$ cat src/rtl/frame_sequencer_pkg.sv
// frame_sequencer_pkg: shared camera/ray types and frame sequencer state encoding
package frame_sequencer_pkg;
  localparam int FRAME_PIX_W = 19;
  localparam int VEC_W = 16;
  typedef struct packed {
    logic signed [VEC_W-1:0] x;
    logic signed [VEC_W-1:0] y;
    logic signed [VEC_W-1:0] z;
  } vector_t;
  typedef struct packed {
    vector_t dir;
    logic [FRAME_PIX_W-1:0] idx;
  } prg_ray_t;
  typedef enum logic [1:0] {IDLE, LATCH, RUN, WAIT_VS} frame_seq_state_t;
endpackage

$ cat src/rtl/frame_sequencer_rise_det.sv
// rise_det: registered-history rising-edge detector
module rise_det (
  input  logic clk,
  input  logic rst,
  input  logic d_i,
  output logic rise_o
);
  logic d_q;
  always_ff @(posedge clk or posedge rst)
    if (rst) d_q <= 1'b0;
    else d_q <= d_i;
  assign rise_o = d_i & ~d_q;
endmodule

$ cat src/rtl/frame_sequencer.sv
// frame_sequencer: per-frame camera latch, ray-gen start and vsync retire; FRAME_PERF_EN adds frame_cycles
module frame_sequencer import frame_sequencer_pkg::*; #(
  parameter int PIX_W  = FRAME_PIX_W,
  parameter int FCNT_W = 16
) (
  input  logic              clk,
  input  logic              rst,
  input  logic              go,
  input  logic              vsync,
  input  logic              cam_valid,
  input  vector_t           E_in,
  input  vector_t           U_in,
  input  vector_t           V_in,
  input  vector_t           W_in,
  input  logic [PIX_W-1:0]  num_rays,
  input  logic              pixel_done,
  output logic              prg_start,
  output vector_t           E,
  output vector_t           U,
  output vector_t           V,
  output vector_t           W,
  output logic              busy,
  output logic              frame_done,
  output logic [FCNT_W-1:0] frame_count,
  output logic              stray_pix
`ifdef FRAME_PERF_EN
  ,
  output logic [31:0]       frame_cycles
`endif
);
  localparam logic [PIX_W-1:0]  PONE = 1;
  localparam logic [FCNT_W-1:0] FONE = 1;
  frame_seq_state_t  state_q;
  vector_t           e_q, u_q, v_q, w_q;
  logic [PIX_W-1:0]  cnt_q, tgt_q, cnt_nx;
  logic [FCNT_W-1:0] fcnt_q;
  logic              prg_q, busy_q, done_q, stray_q, vs_rise;
  rise_det u_vs (.clk(clk), .rst(rst), .d_i(vsync), .rise_o(vs_rise));
  assign cnt_nx = cnt_q + PONE;
  always_ff @(posedge clk or posedge rst)
    if (rst) begin
      state_q <= IDLE;
      {e_q, u_q, v_q, w_q} <= '0;
      cnt_q   <= '0;
      tgt_q   <= '0;
      fcnt_q  <= '0;
      prg_q   <= 1'b0;
      busy_q  <= 1'b0;
      done_q  <= 1'b0;
      stray_q <= 1'b0;
    end else begin
      prg_q  <= 1'b0;
      done_q <= 1'b0;
      if (pixel_done && state_q != RUN) stray_q <= 1'b1;
      case (state_q)
        IDLE: if (go) begin
          state_q <= LATCH;
          busy_q  <= 1'b1;
        end
        LATCH: begin
          if (cam_valid) {e_q, u_q, v_q, w_q} <= {E_in, U_in, V_in, W_in};
          tgt_q   <= num_rays;
          cnt_q   <= '0;
          prg_q   <= num_rays != '0;
          state_q <= num_rays != '0 ? RUN : WAIT_VS;
        end
        RUN: if (pixel_done) begin
          cnt_q <= cnt_nx;
          if (cnt_nx == tgt_q) state_q <= WAIT_VS;
        end
        WAIT_VS: if (vs_rise) begin
          done_q  <= 1'b1;
          fcnt_q  <= fcnt_q + FONE;
          state_q <= go ? LATCH : IDLE;
          busy_q  <= go;
        end
        default: state_q <= IDLE;
      endcase
    end
  assign prg_start   = prg_q;
  assign {E, U, V, W} = {e_q, u_q, v_q, w_q};
  assign busy        = busy_q;
  assign frame_done  = done_q;
  assign frame_count = fcnt_q;
  assign stray_pix   = stray_q;
`ifdef FRAME_PERF_EN
  logic [31:0] cyc_q, fc_q;
  // cyc_q holds cycles elapsed since LATCH; the window closes one cycle after the edge
  always_ff @(posedge clk or posedge rst)
    if (rst) begin
      cyc_q <= '0;
      fc_q  <= '0;
    end else begin
      cyc_q <= state_q == LATCH ? 32'd1 : cyc_q + 32'd1;
      if (state_q == WAIT_VS && vs_rise) fc_q <= cyc_q + 32'd2;
    end
  assign frame_cycles = fc_q;
`endif
endmodule

$ cat config.mk
export PLATFORM = sky130hd
export DESIGN_NAME = frame_sequencer
export DESIGN_NICKNAME = d
export VERILOG_FILES = /design/src/rtl/frame_sequencer_pkg.sv /design/src/rtl/frame_sequencer_rise_det.sv /design/src/rtl/frame_sequencer.sv
export SDC_FILE = /design/constraint.sdc
export NUM_CORES = 1
export LEC_CHECK = 0
export ABC_AREA = 1
export CAP_MARGIN = 15
export CORE_AREA = 2 2 165 167
export CTS_BUF_LIST = sky130_fd_sc_hd__clkbuf_8
export DETAILED_ROUTE_END_ITERATION = 7
export DIE_AREA = 0 0 167 169
export HOLD_SLACK_MARGIN = 0.02
export PLACE_DENSITY = 0.79
export SLEW_MARGIN = 20
export SYNTH_ARGS = -nofsm -noshare
export SYNTH_HDL_FRONTEND = slang
export SYNTH_SLANG_ARGS = --single-unit
$ cat constraint.sdc
create_clock -name clk -period 9.6 [get_ports clk]
set_clock_uncertainty 0.05 [all_clocks]
set_input_delay 1.92 -clock clk [delete_from_list [all_inputs] [get_ports clk]]
set_output_delay 1.92 -clock clk [all_outputs]
set_load 0.01 [all_outputs]
# Word level (Yosys, flattened, before mapping)
# Index checks and enable logic that the tools add are counted.
# totals
register_bits,253
input_bits,217
# classes
n_addsub,2
n_eq_ne,9
muxes,15
bitwise_logic,2
reduce_logical,10
# ops
op,count
$pmux W19 S2,1
$add A19 B1 Y19 const B,1
$eq A19 B19 Y1,1
$mux W19,1
$reduce_bool A19 Y1,1
$add A16 B1 Y16 const B,1
$mux W2,4
$ne A2 B2 Y1 const B,4
$pmux W2 S4,1
$mux W1,7
$reduce_and A2 Y1,3
$eq A2 B2 Y1 const B,2
$reduce_and A4 Y1,1
$reduce_bool A2 Y1,2
$reduce_and A3 Y1,1
$eq A2 B1 Y1 const B,1
$logic_not A2 Y1,1
$ne A2 B1 Y1 const B,1
$pmux W1 S2,1
$and A1 B1 Y1,1
$logic_and A1 B1 Y1,1
$not A1 Y1,1

# Depth between registers and ports, before layout
# logic_depth
word_depth,5
ltp_mapped,17

# Cells and area by module
# From an unflattened synthesis, not the netlist that was laid out.
# hier_totals
hier_cells,865
area_unflattened_um2,10405.0
# by_module_without_submodules
module,instances,cells_per_inst,area_each_um2,seq_area_each_um2
frame_sequencer,1,861,10366.2,6306.0
rise_det,1,4,38.8,25.0

# Worst setup path before layout
# OpenSTA, ideal clock, no wires.
# synth_timing
kind,input -> register
start,input vsync
end,"register fcnt_q[15], in the netlist frame_count[15]"
setup_time_ps,79
arrival_time_ps,3064
t_required_ps,9471
slack_ps,6407
path_stages,9
path_cell_list,nand3_2 -> nor2_1 -> nand3_1 -> nor2_1 -> nand3_1 -> nor2_2 -> nand3_1 -> nor3_2 -> xor2_1
# synth_between
elab_chain_len,2
# synth_rtl
element,line,source
from (decl),frame_sequencer.sv:9,"input logic vsync,"
$and A1 B1 Y1,frame_sequencer_rise_det.sv:12,assign rise_o = d_i & ~d_q;
$reduce_and A2 Y1 (no source line),-,
to (signal assigned),frame_sequencer.sv:73,fcnt_q <= fcnt_q + FONE;
to (decl),frame_sequencer.sv:36,logic [FCNT_W-1:0] fcnt_q;
# No other way between the ends.
# A chain may end at the register's enable or synchronous reset.

# Worst setup path after layout
# layout_timing
start,input cam_valid
end,"register w_q, in the netlist W[14]"
# layout_between
elab_chain_len,1
# layout_rtl
element,line,source
from (decl),frame_sequencer.sv:10,"input logic cam_valid,"
$reduce_and A2 Y1 (no source line),-,
to (signal assigned),frame_sequencer.sv:61,"if (cam_valid) {e_q, u_q, v_q, w_q} <= {E_in, U_in, V_in, W_in};"
to (decl),frame_sequencer.sv:34,"vector_t e_q, u_q, v_q, w_q;"
# No other way between the ends.

==> impl_metrics.yaml <==
worst_setup_path:
  cp_data_arrival_time_ns: 4.27
  reg2reg_to: "W[14]"
  slowest_delay_ns: 0.83
  crit_path_start_kind: "input port"
  end_kind: "register"
  crit_path_cell_trace: "clkdlybuf4s50_1 > nand2_4 > buf_4 > mux2_2"
  r2r_cells: 6
  cp.buffers_inverters: 2
  path_delay_family: "buffers and inverters"
  cp_max_fo: 78
  reg2reg_from: "state_q[1]"
  cpMaxStageDelayCell: "buf_4"
  r2r_slack_ns: 6.61
  crit_end: "W[14]"
  cp-startpoint: "cam_valid"
  cp.required_ns: 9.98
  path_class: "input port to register"
  path_depth: 4
drt:
  wirelength_mm: 30.72
  firstDrtPassIters: 5
  dr_total_vias: 8242
  ant_nets: 0
  routedWlPerCell_um: 18.17
  drt-vias-per-instance: 4.874
  first_iter_violations: 452
  drc: 0
timing:
  fin_crit_sh_pct: 40.51
  setup_ws_ns: 5.711
  finalSetupTns_ns: 0
  rsz0062_at_grt: "no"
  finalCriticalPeriod_ns: 3.889
  finalHoldViolations: 0
  slew_violations: 0
  tightest_slew_ns: 1.082
  setup_violations: 0
  slew_headroom_pct: 27.86
  max_freq_mhz: 257.1
die:
  boundaryPins: 429
  die_area_mm2: 0.02822
  start_util_pct: 39.47
  num_rows: 60
  core_area_mm2: 0.02650
  fp.dieW_um: 167
  die_h_um: 169
clocking:
  h-tree-depth: 2
  cts.reportedPaths.clkPinSlew_ns: 0.06
  hold_buffers: 0
  cts_tree: "built"
  clock_path_buffers: 3
  cts_setup_buffers: 0
  postCtsResizedCells: 0
  clock_latency_ns: 0.53
  cts_sinks: 253
  cts_buffers: 45
  root_buffer: "clkbuf_8"
synth:
  async_flop_share_pct: 100.0
  synth.most_common_cell: "dfrtp_1"
  ys_top_cells_by_area: "dfrtp_1 61%, mux2_2 21%, nand2_1 5.0%"
  synth-seq-cells: 253
  synth_top_cell_by_area: "dfrtp_1"
  synth_nets: 1081
  netlist.area_leader.share_pct: 60.53
  yosysWarnings: 0
  syn_avg_cell_area_um2: 12.21
  synthesis.area_mm2: 0.01046
  synth_cells: 857
  ys_types: 30
  synth-seq-area-share_pct: 60.53
  synth_edf_count: 0
  ys.flop_type: "dfrtp_1"
  netlist_top_cells_count: "253 x dfrtp_1, 192 x mux2_2, 139 x nand2_1, 63 x inv_1, 40 x nand3_1"
placement:
  routabilityCongestion: 0.8095
  pre_cts_slack_ns: 5.165
  port_buffers: 428
  dp_hpwl_mm: 22.42
  dp_cells: 1604
layout:
  syn_to_final_growth_pct: 53.97
  layout.nets: 1534
  drive_gt1_share_pct: 21.25
  nFillCells: 2082
  fin_cells: 1691
global_routing:
  grt_pass1_wl_mm: 47.47
  grt-ovfl-total: 0
  grt_pass1_vias: 8837
  gr-usage-all-layers_pct: 21.30
  grt_max_degree: 140
  antenna_found_initial: 6
power:
  power_density_mw_per_mm2: 310.9
  ir_worst_vdd_mv: 0.2095
  p_leak_uw: 0.006993
hold_path:
  hold_class: "register to register"
run_status:
  status: "finished, final reports clean"
job:
  cap_violations: 0
how the worst min path moves through the flow:
stage               cells past startpoint              end       startpoint
floorplan                               2         tgt_q[7]         tgt_q[7]
global placement                        1        stray_pix        stray_pix
detailed placement                      1        stray_pix        stray_pix
CTS                                     1        stray_pix        stray_pix
global route                            1  frame_count[15]  frame_count[15]
finish                                  1        stray_pix        stray_pix
state kept, by name, indices dropped and copies added (netlist names):
register / cells
E: 48
U: 48
V: 48
W: 48
cnt_q: 19
tgt_q: 19
frame_count: 16
state_q: 2
busy: 1
frame_done: 1
prg_start: 1
stray_pix: 1
u_vs.d_q: 1
worst reg2reg max path: stages (launching register included):
cell and delay (ns):
dfrtp_1 0.38, inv_1 0.09, ha_1 0.18, buf_4 0.25, nand2_4 0.54, buf_4 0.87
mux2_2 0.53
metrics by stage:
stage | total power, uW | area, um^2 | utilization, % | hold slack (ns)
4_1_cts | 5066 | 16100 | 60.74 | 0.4067
5_1_grt | 5291 | 16110 | 60.77 | 0.4282
3_5_place_dp | 3963 | 15100 | 56.99 | 0.3936
2_1_floorplan | 2753 | 10460 | - | 0.4086
6_report | 5008 | 16110 | 60.77 | 0.4057
3_3_place_gp | 3903 | 15100 | 56.99 | 0.3900
cell usage in the layout, fill, tap and decap left out, drive strengths merged:
| cell type | Yosys | routed |
|---|---|---|
| inv | 63 | 75 |
| o22a | 1 | 1 |
| or3 | 1 | 1 |
| a21o | 1 | 1 |
| nand3 | 43 | 43 |
| clkinvlp | 0 | 1 |
| dfrtp | 253 | 253 |
| clkinv | 0 | 4 |
| mux2 | 192 | 192 |
| ha | 7 | 7 |
| nor2 | 43 | 43 |
| xnor2 | 6 | 6 |
| and2 | 1 | 1 |
| a211oi | 1 | 1 |
| nand4 | 10 | 10 |
| nor3b | 1 | 1 |
| o22ai | 19 | 19 |
| a21oi | 7 | 7 |
| clkdlybuf4s50 | 0 | 428 |
| buf | 19 | 5 |
| nor3 | 3 | 3 |
| nand2 | 142 | 142 |
| clkbuf | 8 | 66 |
| xor2 | 8 | 8 |
| o21ai | 23 | 23 |
| nor4 | 4 | 4 |
| o211ai | 1 | 1 |
| diode | 0 | 4 |
routing by layer:
metal	share of wire [%]	track usage [%]	vias up	wire (um)
li1	-	-	3802	-
met1	36	23.36	4024	11130
met2	50	36.25	341	15440
met3	10	8.955	71	3068
met4	3.5	9.333	4	1063
met5	0.059	0	-	18
cells by family (layout without fill, tap and decap cells):
logic type,count (synthesis),in the layout,share of synthesized area [%]
buffers and inverters,90,579,3.457
other,0,4,0
muxes,192,192,20.67
DFF,253,253,60.53
AOI/OAI and AO/OA,53,53,2.871
and+or+nand+nor,248,248,10.47
adders and majority gates,7,7,0.8373
xor gates and xnor gates,14,14,1.172
cell type report:
cell class                      count  area, um^2  area share, %
Tap cell                          341       426.7          2.649
Sequential cell                   253        6331          39.31
Clock buffer                       66       908.4          5.640
Timing Repair Buffer              433        4322          26.83
Clock inverter                     17       85.08         0.5283
Multi-Input combinational cell    514        3779          23.46
Inverter                           63       244.0          1.515
Antenna cell                        4       10.01        0.06215
power by group:
group          switching, uW  internal [uW]  total [uW]
clock                    446            609        1060
sequential               263           1550        1810
combinational            881           1260        2140
No activity file was read; power rests on OpenSTA's default activity.
